--- src/rtl/bcd_glyph_streamer.sv ---
// Renders a latched BCD count into a full SSD1306 frame and streams it one column byte at a time.
// One sync strobe homes the driver, then PAGES*COLS data bytes follow in horizontal-addressing order.
module bcd_glyph_streamer #(
  parameter int DIGITS_NUM = 6,
  parameter int COLS       = 128,
  parameter int PAGES      = 8,
  parameter int TEXT_PAGE  = 3
) (
  input  logic                    clk_in,
  input  logic                    reset_in,
  input  logic [4*DIGITS_NUM-1:0] digits_in,
  input  logic [2:0]              dec_point_position_in,
  input  logic                    refresh_stb_in,
  output logic                    ready_out,
  output logic [7:0]              oled_data_out,
  output logic                    oled_write_stb_out,
  output logic                    oled_sync_stb_out,
  input  logic                    oled_ready_in
);

  localparam int CW    = (COLS > 1) ? $clog2(COLS) : 1;
  localparam int PW    = (PAGES > 1) ? $clog2(PAGES) : 1;
  localparam int CELLW = $clog2(COLS / 6 + 1);

  typedef enum logic [2:0] {
    S_IDLE,
    S_SYNC,
    S_SYNC_WAIT,
    S_DATA_WAIT,
    S_DATA
  } state_t;

  state_t                  r_state;
  logic [4*DIGITS_NUM-1:0] r_digits;
  logic [2:0]              r_p;
  logic [PW-1:0]           r_page;
  logic [CW-1:0]           r_col;
  logic [CELLW-1:0]        r_cell;
  logic [2:0]              r_fcol;
  logic                    r_first;
  logic                    r_ready;
  logic [7:0]              r_data;
  logic                    r_wr;
  logic                    r_sync;

  logic                    w_point;
  logic [2:0]              w_peff;
  logic [DIGITS_NUM-1:0]   w_blank;
  logic [7:0]              w_glyph;
  logic [7:0]              w_byte;
  logic                    w_last_col;
  logic                    w_last_page;

  function automatic logic [7:0] font_col(input logic [3:0] nib, input logic dot,
                                          input logic [2:0] fc);
    logic [39:0] pat;
    if (dot) begin
      pat = 40'h00_60_60_00_00;
    end else begin
      case (nib)
        4'd0:    pat = 40'h3E_51_49_45_3E;
        4'd1:    pat = 40'h00_42_7F_40_00;
        4'd2:    pat = 40'h42_61_51_49_46;
        4'd3:    pat = 40'h21_41_45_4B_31;
        4'd4:    pat = 40'h18_14_12_7F_10;
        4'd5:    pat = 40'h27_45_45_45_39;
        4'd6:    pat = 40'h3C_4A_49_49_30;
        4'd7:    pat = 40'h01_71_09_05_03;
        4'd8:    pat = 40'h36_49_49_49_36;
        4'd9:    pat = 40'h06_49_49_29_1E;
        default: pat = 40'h08_08_08_08_08;
      endcase
    end
    case (fc)
      3'd0:    return pat[39:32];
      3'd1:    return pat[31:24];
      3'd2:    return pat[23:16];
      3'd3:    return pat[15:8];
      3'd4:    return pat[7:0];
      default: return 8'h00;
    endcase
  endfunction

  assign w_point     = (r_p != 3'd0) && (int'(r_p) < DIGITS_NUM);
  assign w_peff      = w_point ? r_p : 3'd0;
  assign w_last_col  = (int'(r_col) == COLS - 1);
  assign w_last_page = (int'(r_page) == PAGES - 1);
  assign w_byte      = (int'(r_page) == TEXT_PAGE) ? w_glyph : 8'h00;

  // Leading zeros above the point position are blanked until the first non-zero digit.
  always_comb begin : blanking
    logic lead;
    lead    = 1'b1;
    w_blank = '0;
    for (int i = DIGITS_NUM - 1; i >= 0; i--) begin
      if (lead && (r_digits[4*i +: 4] == 4'd0) && (i > int'(w_peff))) begin
        w_blank[i] = 1'b1;
      end else begin
        lead = 1'b0;
      end
    end
  end

  // Cells run digit DIGITS_NUM-1 .. digit P, then '.', then digit P-1 .. digit 0.
  always_comb begin : cell_decode
    int         c;
    int         dcell;
    int         idx;
    logic [3:0] nib;
    logic       blk;
    c       = int'(r_cell);
    dcell   = DIGITS_NUM - int'(r_p);
    idx     = -1;
    nib     = 4'd0;
    blk     = 1'b0;
    w_glyph = 8'h00;
    if (w_point && (c > dcell) && (c <= DIGITS_NUM)) begin
      idx = DIGITS_NUM - c;
    end else if (c < (w_point ? dcell : DIGITS_NUM)) begin
      idx = DIGITS_NUM - 1 - c;
    end
    for (int i = 0; i < DIGITS_NUM; i++) begin
      if (i == idx) begin
        nib = r_digits[4*i +: 4];
        blk = w_blank[i];
      end
    end
    if (w_point && (c == dcell)) begin
      w_glyph = font_col(4'd0, 1'b1, r_fcol);
    end else if ((idx >= 0) && !blk) begin
      w_glyph = font_col(nib, 1'b0, r_fcol);
    end
  end

  always_ff @(posedge clk_in or posedge reset_in) begin
    if (reset_in) begin
      r_state  <= S_IDLE;
      r_digits <= '0;
      r_p      <= '0;
      r_page   <= '0;
      r_col    <= '0;
      r_cell   <= '0;
      r_fcol   <= '0;
      r_first  <= 1'b0;
      r_ready  <= 1'b1;
      r_data   <= 8'h00;
      r_wr     <= 1'b0;
      r_sync   <= 1'b0;
    end else begin
      r_wr   <= 1'b0;
      r_sync <= 1'b0;
      case (r_state)
        S_IDLE: begin
          r_ready <= 1'b1;
          if (refresh_stb_in) begin
            r_digits <= digits_in;
            r_p      <= dec_point_position_in;
            r_page   <= '0;
            r_col    <= '0;
            r_cell   <= '0;
            r_fcol   <= '0;
            r_ready  <= 1'b0;
            r_state  <= S_SYNC;
          end
        end
        S_SYNC: begin
          if (oled_ready_in) begin
            r_sync  <= 1'b1;
            r_first <= 1'b1;
            r_state <= S_SYNC_WAIT;
          end
        end
        // The driver drops ready only on the cycle after a strobe, so that cycle is skipped.
        S_SYNC_WAIT, S_DATA_WAIT: begin
          if (r_first) begin
            r_first <= 1'b0;
          end else if (oled_ready_in) begin
            r_state <= S_DATA;
          end
        end
        S_DATA: begin
          if (oled_ready_in) begin
            r_data <= w_byte;
            r_wr   <= 1'b1;
            if (w_last_col && w_last_page) begin
              r_ready <= 1'b1;
              r_state <= S_IDLE;
            end else begin
              if (w_last_col) begin
                r_col  <= '0;
                r_cell <= '0;
                r_fcol <= '0;
                r_page <= r_page + 1'b1;
              end else begin
                r_col <= r_col + 1'b1;
                if (r_fcol == 3'd5) begin
                  r_fcol <= '0;
                  r_cell <= r_cell + 1'b1;
                end else begin
                  r_fcol <= r_fcol + 1'b1;
                end
              end
              r_first <= 1'b1;
              r_state <= S_DATA_WAIT;
            end
          end
        end
        default: r_state <= S_IDLE;
      endcase
    end
  end

  assign ready_out          = r_ready;
  assign oled_data_out      = r_data;
  assign oled_write_stb_out = r_wr;
  assign oled_sync_stb_out  = r_sync;

endmodule

--- config.mk ---
export PLATFORM = sky130hd
export DESIGN_NAME = bcd_glyph_streamer
export DESIGN_NICKNAME = d
export VERILOG_FILES = /design/src/rtl/bcd_glyph_streamer.sv
export SDC_FILE = /design/constraint.sdc
export NUM_CORES = 1
export LEC_CHECK = 0
export ABC_AREA = 1
export BUFFER_PORTS_ARGS = -buffer_cell sky130_fd_sc_hd__buf_2
export CAP_MARGIN = 20
export CORE_ASPECT_RATIO = 1.25
export CORE_MARGIN = 10
export CORE_UTILIZATION = 45
export DETAILED_ROUTE_END_ITERATION = 10
export GPL_ROUTABILITY_DRIVEN = 0
export GPL_TIMING_DRIVEN = 0
export HOLD_SLACK_MARGIN = 0.05
export PLACE_DENSITY = 0.7
export SLEW_MARGIN = 5
export SYNTH_ARGS = -nofsm -noshare
export SYNTH_HDL_FRONTEND = slang
export SYNTH_SLANG_ARGS = --single-unit
--- constraint.sdc ---
create_clock -name clk_in -period 10.5 [get_ports clk_in]
set_clock_uncertainty 0.05 [all_clocks]
set_input_delay 1.575 -clock clk_in [delete_from_list [all_inputs] [get_ports clk_in]]
set_output_delay 1.575 -clock clk_in [all_outputs]
set_load 0.02 [all_outputs]
==> out/metrics.csv, run 1 <==
stage,metric,value,unit
run_status,status,"finished, final reports clean",
logic_synthesis,post-synthesis mux area share,0,%
clocking,clock sinks,59,
routing,antenna-violating nets left,0,
die,Die X,109,um
routing,DR vias,4273,
logic_synthesis,number of synthesized flops with an enable pin,0,
clocking,Post-CTS Setup Bufs,0,
worst_hold_path,min-delay worst type,register to register,
worst_setup_path,CP Data Arrival Time,4.76,ns
routing,routed len/inst,13.6,um
clocking,clk slew on worst S/H paths,0.05,ns
routing,vias per cell,5.26,
worst_setup_path,Worst path max stage delay,0.42,ns
layout,filler instances,945,
layout,final core occ,53.3,%
logic_synthesis,register area share after synthesis,33.4,%
worst_setup_path,crit-path leading delay family,simple AND/OR/NAND/NOR gates,
worst_setup_path,CP startpoint kind,register,
worst_setup_path,crit-path max FO,10,
logic_synthesis,post-synth top area share,32.8,%
logic_synthesis,Netlist cell types,49,
logic_synthesis,Syn Inst Count,629,
placement,buffers added on ports,40,
logic_synthesis,"top cells by area, synth","dfrtp_1 (33%), nand2_1 (17%), ha_1 (9.0%), inv_1 (6.4%), nand3_1 (5.3%)",
logic_synthesis,Synth Area in XOR/XNOR,0.396,%
routing,final WL,11000,um
sta,setup_tns,0,ns
layout,Reg area,1480,um^2
global_routing,total track usage,16.3,%
logic_synthesis,main flop type after synthesis,dfrtp_1,
die,Chip Height,131,um
sta,Final Cycle Share,43.2,%
worst_setup_path,crit path launch,r_p[1],
layout,area of the multi-input gates,2550,um^2
layout,Synth-to-Final Area Change,15.6,%
logic_synthesis,adder-cell share of the synthesized area,9.04,%
routing,DRC,0,
flow_run,max cap viols,0,
layout,Ant. Diodes,0,
sta,RSZ-0062 raised after global routing,false,
sta,"Hold Vio Cnt, Final",0,
clocking,CTS tree,yes,
clocking,H-tree lvl count,3,
global_routing,first-pass GRT wire length,18800,um
global_routing,initial antenna violation count,0,
routing,Starting DRT DRC Count,211,
sta,fmax,220,MHz
logic_synthesis,Synth Area in Compound Gates,8.68,%
layout,fin nets,744,
logic_synthesis,Synth Area in Simple Gates,39.3,%
global_routing,vias in the first global route,4246,
die,die area,14200,um^2
logic_synthesis,Synth Warn #,0,
worst_setup_path,cell mode on critical path,nand2_1,
die,io pins,42,
clocking,"Clk Latency, worst-skew pair",0.34,ns
sta,final setup fails,0,
global_routing,largest net degree at the start of global routing,36,
sta,fin crit period,4.54,ns
clocking,total CTS buffers,9,
logic_synthesis,Syn Nets,692,
layout,share of layout cells above drive strength 1,16.3,%
logic_synthesis,area of the mapped netlist,4430,um^2
logic_synthesis,Mean Syn Cell Area,7.04,um^2
logic_synthesis,Seq cells post-synth,59,
logic_synthesis,post-synth top area cell,dfrtp_1,
worst_setup_path,Setup crit end kind,register,
sta,Slew headroom,28.0,%
logic_synthesis,asr flop ratio synth,100,%
clocking,CTS hold repair buffers,0,
worst_setup_path,RR Startpoint,r_p[1],
clocking,Clock Tree Root,clkbuf_16,
worst_setup_path,critical path class,register to register,
worst_hold_path,hold path start,r_digits[2],
sta,Least-Margin Pin Slew,1.07,ns
die,core area,9610,um^2
die,Row Count,40,
routing,Detailed Routing Iterations Pass 1,4,
clocking,CTS Buffer Depth,2,
clocking,post-cts sizing count,0,
worst_setup_path,CP max stage cell,dfrtp_1,
global_routing,grt ovf,0,
worst_setup_path,Worst EP required,10.72,ns
sta,Max Transition Viols Final,0,
die,Starting Density,46.1,%
logic_synthesis,largest family of logic cells by synthesized area,simple AND/OR/NAND/NOR gates,
placement,post-DP HPWL,8690,um
worst_setup_path,CP Buf/Inv Count,2,
-- area by class of cell --
type	instances	area share [%]
Buffer	11	1.34
Clock buffer	11	4.94
Inverter	87	6.43
Sequential cell	59	28.9
Tap cell	126	3.08
Clock inverter	5	1.20
Timing Repair Buffer	41	4.30
Multi-Input combinational cell	472	49.8
-- worst min-delay path, delay by kind of cell (launching register included) --
family | cells | cell delay (ns)
DFF | 1 | 0.34
and+or+nand+nor | 2 | 0.10
-- cell families (layout without fill, tap and decap cells) --
| kind of cell | count (synthesis) | after routing |
|---|---|---|
| simple gates | 371 | 371 |
| buf+inv | 98 | 155 |
| compound gates | 65 | 65 |
| flops | 59 | 59 |
| fa+ha+maj | 32 | 32 |
| other cells | 2 | 2 |
| xor+xnor | 2 | 2 |
-- per-stage QoR --
step	worst slack (ns)	instance area, um^2	std cells	hold WS, ns
after floorplan	6.66	4430	629	0.392
after global placement	6.07	4780	795	0.411
after detailed placement	6.03	4800	796	0.416
after CTS	6.01	5120	812	0.430
after global routing	5.56	5120	812	0.456
final	5.96	5120	812	0.425
-- cells in the mapped netlist, drive strengths merged, types with 5 or more instances --
cell type  count
clkbuf         6
nor3           9
nand4         23
nand2        212
dfrtp         58
buf            5
nor2          60
nand3         55
o21ai         31
ha            32
a21oi         20
nor4           6
inv           84
-- placed cells by master, fill, tap and decap left out, drive strengths merged, types with 4 or more instances in the layout --
master	instances
dfrtp	58
nand3	55
nor3	9
nor4	6
nor2	60
clkinv	4
inv	84
clkbuf	17
o21ai	31
a21oi	20
buf	46
nand4	23
nand2	212
ha	32
-- state kept, by name, indices dropped and copies added, names as in the netlist --
name and count:
oled_data_out 7, r_p 3, r_col 7, r_cell 5
ready_out 1, r_state 3, r_page 3, oled_sync_stb_out 1
r_fcol 3, r_digits 24, r_first 1, oled_write_stb_out 1
-- final timing paths --
check	to	slack (ns)	depth (start not counted)
min in group asynchronous	oled_sync_stb_out	1.22	2
max in group asynchronous	r_digits[4]	8.59	3
max reg2reg	oled_data_out[5]	5.96	29
min reg2reg	r_digits[2]	0.42	2
min	r_digits[2]	0.42	2
max	oled_data_out[5]	5.96	29
-- per-layer routing --
metal	wire length (um)	GRT usage [%]	up-vias
li1	-	-	2140
met1	4620	18.2	2023
met2	5700	28.8	92
met3	474	3.53	18
met4	216	7.61	0
met5	0	0	-
Power of run 1 is left out: the tool's default activity adds up to more than one toggle a clock period on the data nets, which glitch-free logic cannot reach.
==> run 2: changes to the inputs <==
==> constraint.sdc (replaced) <==
create_clock -name clk_in -period 4.4 [get_ports clk_in]
set_clock_uncertainty 0.05 [all_clocks]
set_input_delay 0.66 -clock clk_in [delete_from_list [all_inputs] [get_ports clk_in]]
set_output_delay 0.66 -clock clk_in [all_outputs]
set_load 0.02 [all_outputs]
==> run 2 against run 1 <==
Count of clock-buffer cells in the layout is the same. Via count up 1.4%. Worst setup slack got worse by 5.7 ns. Routed wire length rose by 1.2%. Die area stayed put. Register-to-register slack worse by 5.7 ns. Global-route usage unchanged. Sequential cell count unchanged. Utilization increased by 1.0 points. Critical path type unchanged.
==> out/metrics.csv, run 2 (synthesized netlist as in run 1, its figures left out) <==
stage,metric,value,unit
sta,"Hold Vio Cnt, Final",0,
die,Starting Density,46.1,%
routing,DRC,0,
worst_setup_path,Worst path max stage delay,0.42,ns
placement,DP Worst Slack,-0.0701,ns
layout,final instance area,5220,um^2
sta,Least-Margin Pin Slew,1.07,ns
worst_setup_path,CP max stage cell,dfrtp_1,
global_routing,first-pass GRT wire length,18800,um
routing,antenna-violating nets left,0,
clocking,CTS tree,yes,
flow_run,max cap viols,0,
clocking,CTS Buffer Depth,2,
global_routing,total track usage,16.3,%
die,die area,14200,um^2
run_status,status,"finished, final reports clean",
worst_setup_path,cell mode on critical path,nand2_1,
placement,buffers added on ports,40,
sta,Max Transition Viols Final,0,
clocking,clock sinks,59,
sta,fmax,244,MHz
layout,max reg flops,24,
layout,most frequent cells in the layout,"nand2_1 (201), inv_1 (73), dfrtp_1 (58)",
sta,Slew headroom,28.0,%
placement,DP Area,4800,um^2
clocking,clk slew on worst S/H paths,0.06,ns
worst_hold_path,min-delay worst type,input pin to async pin,
layout,share of layout cells above drive strength 1,18.2,%
global_routing,largest net degree at the start of global routing,36,
worst_setup_path,Reg2Reg Depth,28,
die,Row Count,40,
clocking,H-tree lvl count,3,
worst_setup_path,Crit path depth,28,
clocking,Clock Tree Root,clkbuf_16,
layout,Top reg by flops,r_digits,
routing,Detailed Routing Iterations Pass 1,5,
worst_setup_path,critical path class,register to register,
placement,dpl cells,796,
clocking,"Clk Latency, worst-skew pair",0.34,ns
routing,final WL,11200,um
sta,setup_tns,0,ns
sta,Setup WS post-layout,0.296,ns
global_routing,vias in the first global route,4234,
layout,Finished Layout Cells,820,
routing,Starting DRT DRC Count,198,
die,io pins,42,
sta,final setup fails,0,
die,core area,9610,um^2
routing,routed len/inst,13.6,um
layout,Synth-to-Final Area Change,17.9,%
worst_setup_path,CP Data Arrival Time,4.28,ns
sta,Final Cycle Share,93.3,%
worst_setup_path,Worst EP required,4.58,ns
die,Die X,109,um
layout,fin nets,752,
global_routing,grt ovf,0,
worst_setup_path,CP Buf/Inv Count,3,
routing,vias per cell,5.29,
worst_setup_path,crit-path leading delay family,simple AND/OR/NAND/NOR gates,
worst_setup_path,Setup crit end kind,register,
sta,RSZ-0062 raised after global routing,true,
layout,Ant. Diodes,0,
worst_setup_path,CP startpoint kind,register,
worst_setup_path,crit-path max FO,10,
layout,"commonest non-fill, non-tap cell in the layout",nand2_1,
sta,fin crit period,4.10,ns
clocking,total CTS buffers,9,
placement,post-DP HPWL,8690,um
routing,DR vias,4334,
global_routing,initial antenna violation count,0,
die,Chip Height,131,um
-- run 2: cell types whose count changed in the layout (fill, tap and decap cells not counted), sizes merged --
| cell | previous run | this run |
|---|---|---|
| buf | 46 | 54 |
-- run 2: final cells by class --
| type | count | area (um^2) |
|---|---|---|
| fillers | 941 | 4390 |
| multi-input cells | 472 | 2590 |
| flip-flops and latches | 59 | 1480 |
| inverters | 87 | 329 |
| repair buffers | 49 | 280 |
| clock buffers | 11 | 253 |
| well taps | 126 | 158 |
| plain buffers | 11 | 68.8 |
| clock inverters | 5 | 61.3 |
-- run 2: metal layers --
metal  global-route usage, %  up-vias  wire, um
li1                        -     2156         -
met1                    18.2     2053      4630
met2                    28.8      102      5740
met3                    3.53       23       507
met4                    7.61        0       271
met5                       0        -         0
-- run 2: final timing paths --
kind                            slack (ns)                end   startpoint
min in group clk_in                   0.43        r_digits[2]  r_digits[2]
worst max-delay path                  0.30   oled_data_out[1]       r_p[1]
max in group asynchronous             3.41       r_digits[13]     reset_in
worst min-delay path                  0.31  oled_sync_stb_out     reset_in
worst max register to register        0.30   oled_data_out[1]       r_p[1]
worst min register to register        0.43        r_digits[2]  r_digits[2]
-- run 2: timing repair --
| item | CTS | global route |
|---|---|---|
| hold buffers | 0 | 0 |
| setup endpoints to repair | 3 | 7 |
| resized for setup | 2 | 6 |
| pin swaps | 0 | 4 |
| setup buffers | 0 | 8 |
-- run 2: metrics by stage --
step / utilization, % / hold slack (ns)
after floorplan: - / 0.392
after global routing: 54.3 / 0.359
after global placement: 49.8 / 0.411
after CTS: 53.3 / 0.332
final: 54.3 / 0.307
after detailed placement: 50.0 / 0.416
-- run 2: worst register-to-register path: cells and delay by family (launching register included) --
kind	cells	cell delay (ns)
AOI/OAI and AO/OA	2	0.36
and+or+nand+nor	20	2.17
DFF	1	0.42
adders and majority gates	3	0.70
buffers and inverters	3	0.30
Power of run 2 is left out for the same reason.
==> run 3: changes to the inputs <==
--- a/config.mk
+++ b/config.mk
@@ -5,7 +5,6 @@
 export SDC_FILE = /design/constraint.sdc
 export NUM_CORES = 1
 export LEC_CHECK = 0
-export ABC_AREA = 1
 export BUFFER_PORTS_ARGS = -buffer_cell sky130_fd_sc_hd__buf_2
 export CAP_MARGIN = 20
 export CORE_ASPECT_RATIO = 1.25
==> run 3 against run 2 <==
First-iteration DRC count increased by 120%. Count of clock-buffer cells in the layout decreased by 1. Worst hold slack got worse by 0.016 ns. Non-clock buffer count increased by 12. Utilization increased by 0.22 points. Global-route usage increased by 0.57 points. Synthesized cell count decreased by 25%. Cell area decreased by 0.12%.
==> out/metrics.csv, run 3 <==
stage,metric,value,unit
clocking,"Clk Latency, worst-skew pair",0.33,ns
worst_setup_path,Worst EP required,4.58,ns
placement,post-DP HPWL,8820,um
power,Internal Power,2240,uW
global_routing,grt ovf,0,
logic_synthesis,area of the mapped netlist,4390,um^2
clocking,CTS tree,yes,
logic_synthesis,Synth Area in XOR/XNOR,0.998,%
sta,Max Transition Viols Final,0,
sta,fin crit period,4.25,ns
die,io pins,42,
layout,"commonest non-fill, non-tap cell in the layout",dfrtp_1,
clocking,CTS hold repair buffers,0,
layout,share of layout cells above drive strength 1,27.3,%
worst_setup_path,critical path class,register to register,
routing,final WL,12000,um
logic_synthesis,Syn Inst Count,474,
die,die area,14100,um^2
worst_setup_path,RR Startpoint,r_p[1],
logic_synthesis,post-synthesis mux area share,8.92,%
routing,Detailed Routing Iterations Pass 1,5,
logic_synthesis,largest family of logic cells by synthesized area,compound AO/OA/AOI/OAI gates,
routing,antenna-violating nets left,0,
routing,DR vias,4026,
layout,Ant. Diodes,0,
sta,Least-Margin Pin Slew,0.913,ns
worst_hold_path,min-delay worst type,input pin to async pin,
global_routing,total track usage,16.9,%
power,Pwr per Cell Area,801,nW/um^2
layout,Synth-to-Final Area Change,18.8,%
power,Clock power frac,15.3,%
power,maximum vdd drop,0.000439,V
die,Chip Height,130,um
worst_setup_path,Setup crit end kind,register,
worst_setup_path,crit-path max FO,11,
layout,max reg flops,24,
logic_synthesis,post-synth top area cell,dfrtp_1,
worst_setup_path,worst path cell trace,inv_1 -> ha_1 -> nor2b_2 -> nor2_4 -> and2_1 -> ha_1 -> a211o_2 -> or4_4 -> o32ai_1 -> mux2_1 -> a2111oi_4 -> a211oi_4 -> buf_4 -> ha_1 -> o31ai_1 -> a31oi_1 -> o21ai_1 -> o311ai_1,
global_routing,largest net degree at the start of global routing,40,
global_routing,initial antenna violation count,0,
sta,hold slack,0.292,ns
logic_synthesis,post-synth top area share,33.1,%
run_status,status,"finished, final reports clean",
placement,DP Worst Slack,-0.573,ns
worst_setup_path,CP max stage cell,or4_4,
routing,DRC,0,
clocking,clk slew on worst S/H paths,0.06,ns
worst_setup_path,cell mode on critical path,ha_1,
layout,Top reg by flops,r_digits,
routing,Starting DRT DRC Count,434,
clocking,clock sinks,59,
flow_run,max cap viols,0,
power,leakage power,0.00228,uW
sta,setup_tns,0,ns
logic_synthesis,most frequent cells after synthesis,"dfrtp_1 (58), nand2_1 (44), o21ai_0 (34)",
sta,final setup fails,0,
layout,most frequent cells in the layout,"dfrtp_1 (55), nand2_1 (44), buf_2 (41)",
die,Die X,108,um
clocking,total CTS buffers,9,
die,core area,9560,um^2
sta,"Hold Vio Cnt, Final",0,
worst_setup_path,FF-to-FF End,oled_data_out[0],
logic_synthesis,Syn Nets,537,
sta,Slew headroom,39.0,%
power,Switch Pwr,1940,uW
sta,RSZ-0062 raised after global routing,true,
worst_setup_path,CP Buf/Inv Count,2,
logic_synthesis,"top cells by area, synth","dfrtp_1 (33%), ha_1 (9.1%), mux2_2 (6.2%), o21ai_0 (3.9%), nand2_1 (3.8%)",
worst_setup_path,Worst path max stage delay,0.53,ns
worst_setup_path,CP startpoint kind,register,
logic_synthesis,Mean Syn Cell Area,9.26,um^2
power,Sw Share,46.4,%
logic_synthesis,most common cell in the netlist,dfrtp_1,
die,Row Count,40,
sta,fmax,235,MHz
routing,vias per cell,6.03,
logic_synthesis,asr flop ratio synth,100,%
worst_setup_path,CP Data Arrival Time,4.43,ns
worst_setup_path,FF-to-FF setup slack,0.15,ns
power,Flop pwr share,21.3,%
placement,buffers added on ports,40,
logic_synthesis,main flop type after synthesis,dfrtp_1,
die,Starting Density,45.9,%
logic_synthesis,Netlist cell types,83,
logic_synthesis,Synth Warn #,0,
clocking,Clock Tree Root,clkbuf_16,
sta,Final Cycle Share,96.6,%
global_routing,first-pass GRT wire length,19300,um
logic_synthesis,register area share after synthesis,33.7,%
clocking,CTS Buffer Depth,2,
worst_setup_path,crit-path leading delay family,compound AO/OA/AOI/OAI gates,
power,Combinational Power Share,63.4,%
layout,fin nets,600,
logic_synthesis,Synth Area in Simple Gates,19.2,%
worst_setup_path,Reg2Reg Depth,18,
logic_synthesis,Seq cells post-synth,59,
clocking,H-tree lvl count,3,
logic_synthesis,Synth Area in Compound Gates,23.8,%
sta,Setup WS post-layout,0.152,ns
logic_synthesis,number of synthesized flops with an enable pin,0,
logic_synthesis,adder-cell share of the synthesized area,9.12,%
global_routing,vias in the first global route,3925,
routing,routed len/inst,18.0,um
-- run 3: cell count changes in the layout (fill, tap and decap cells not counted), sizes merged, moves of 19 or more --
cell	before	now
inv	84	20
mux2	0	27
nand2	212	45
nand3	55	21
nand4	23	4
nor2	60	33
-- run 3: how the worst max path moves through the flow --
stage / to / start / cells past startpoint
after floorplan: oled_data_out[3] / r_p[1] / 19
after global placement: oled_data_out[3] / r_p[1] / 18
after detailed placement: oled_data_out[3] / r_p[1] / 18
after CTS: oled_data_out[4] / r_p[1] / 19
after global routing: oled_data_out[4] / r_p[1] / 21
final: oled_data_out[0] / r_p[1] / 18
-- run 3: cell type report --
class | instances | area (um^2)
Inverter | 19 | 71.3
Clock inverter | 6 | 41.3
Multi-Input combinational cell | 376 | 2820
Buffer | 19 | 109
Fill cell | 863 | 4350
Clock buffer | 10 | 229
Tap cell | 126 | 158
Sequential cell | 59 | 1480
Timing Repair Buffer | 53 | 308
-- run 3: per-stage QoR --
stage	area, um^2	instances	util [%]	total power, uW
final	5210	668	54.5	4170
after global routing	5210	668	54.5	4450
after CTS	5130	664	53.6	4040
after detailed placement	4770	642	49.9	3250
after global placement	4750	640	49.7	3190
after floorplan	4390	474	-	2700
-- run 3: routing by layer --
metal,vias to the layer above,routed length (um),GRT usage [%]
met5,-,0,0
met4,0,522,10.0
met3,43,851,4.07
met2,206,5890,28.0
met1,1892,4740,19.3
li1,1885,-,-
-- run 3: logic make-up after synthesis --
logic type                 count (synthesis)
adders and majority gates                 32
xor gates and xnor gates                   5
AOI/OAI and AO/OA                        140
DFF                                       59
buffers and inverters                     39
and+or+nand+nor                          162
muxes                                     35
other                                      2
-- run 3: repair_timing --
item                                    CTS  global route
buffers inserted                          7             4
resized for setup                         8            15
endpoints found under the setup margin    7             7
hold endpoints to repair                  0             0
pin swaps                                 2             3
-- run 3: power by group through the flow --
stage	clock, uW	sequential [uW]	combinational, uW
floorplan	0	837	1860
global placement	0	876	2320
detailed placement	0	885	2370
CTS	649	879	2510
global route	671	909	2870
finish	641	888	2650
Power figures use the tool's default switching activity.
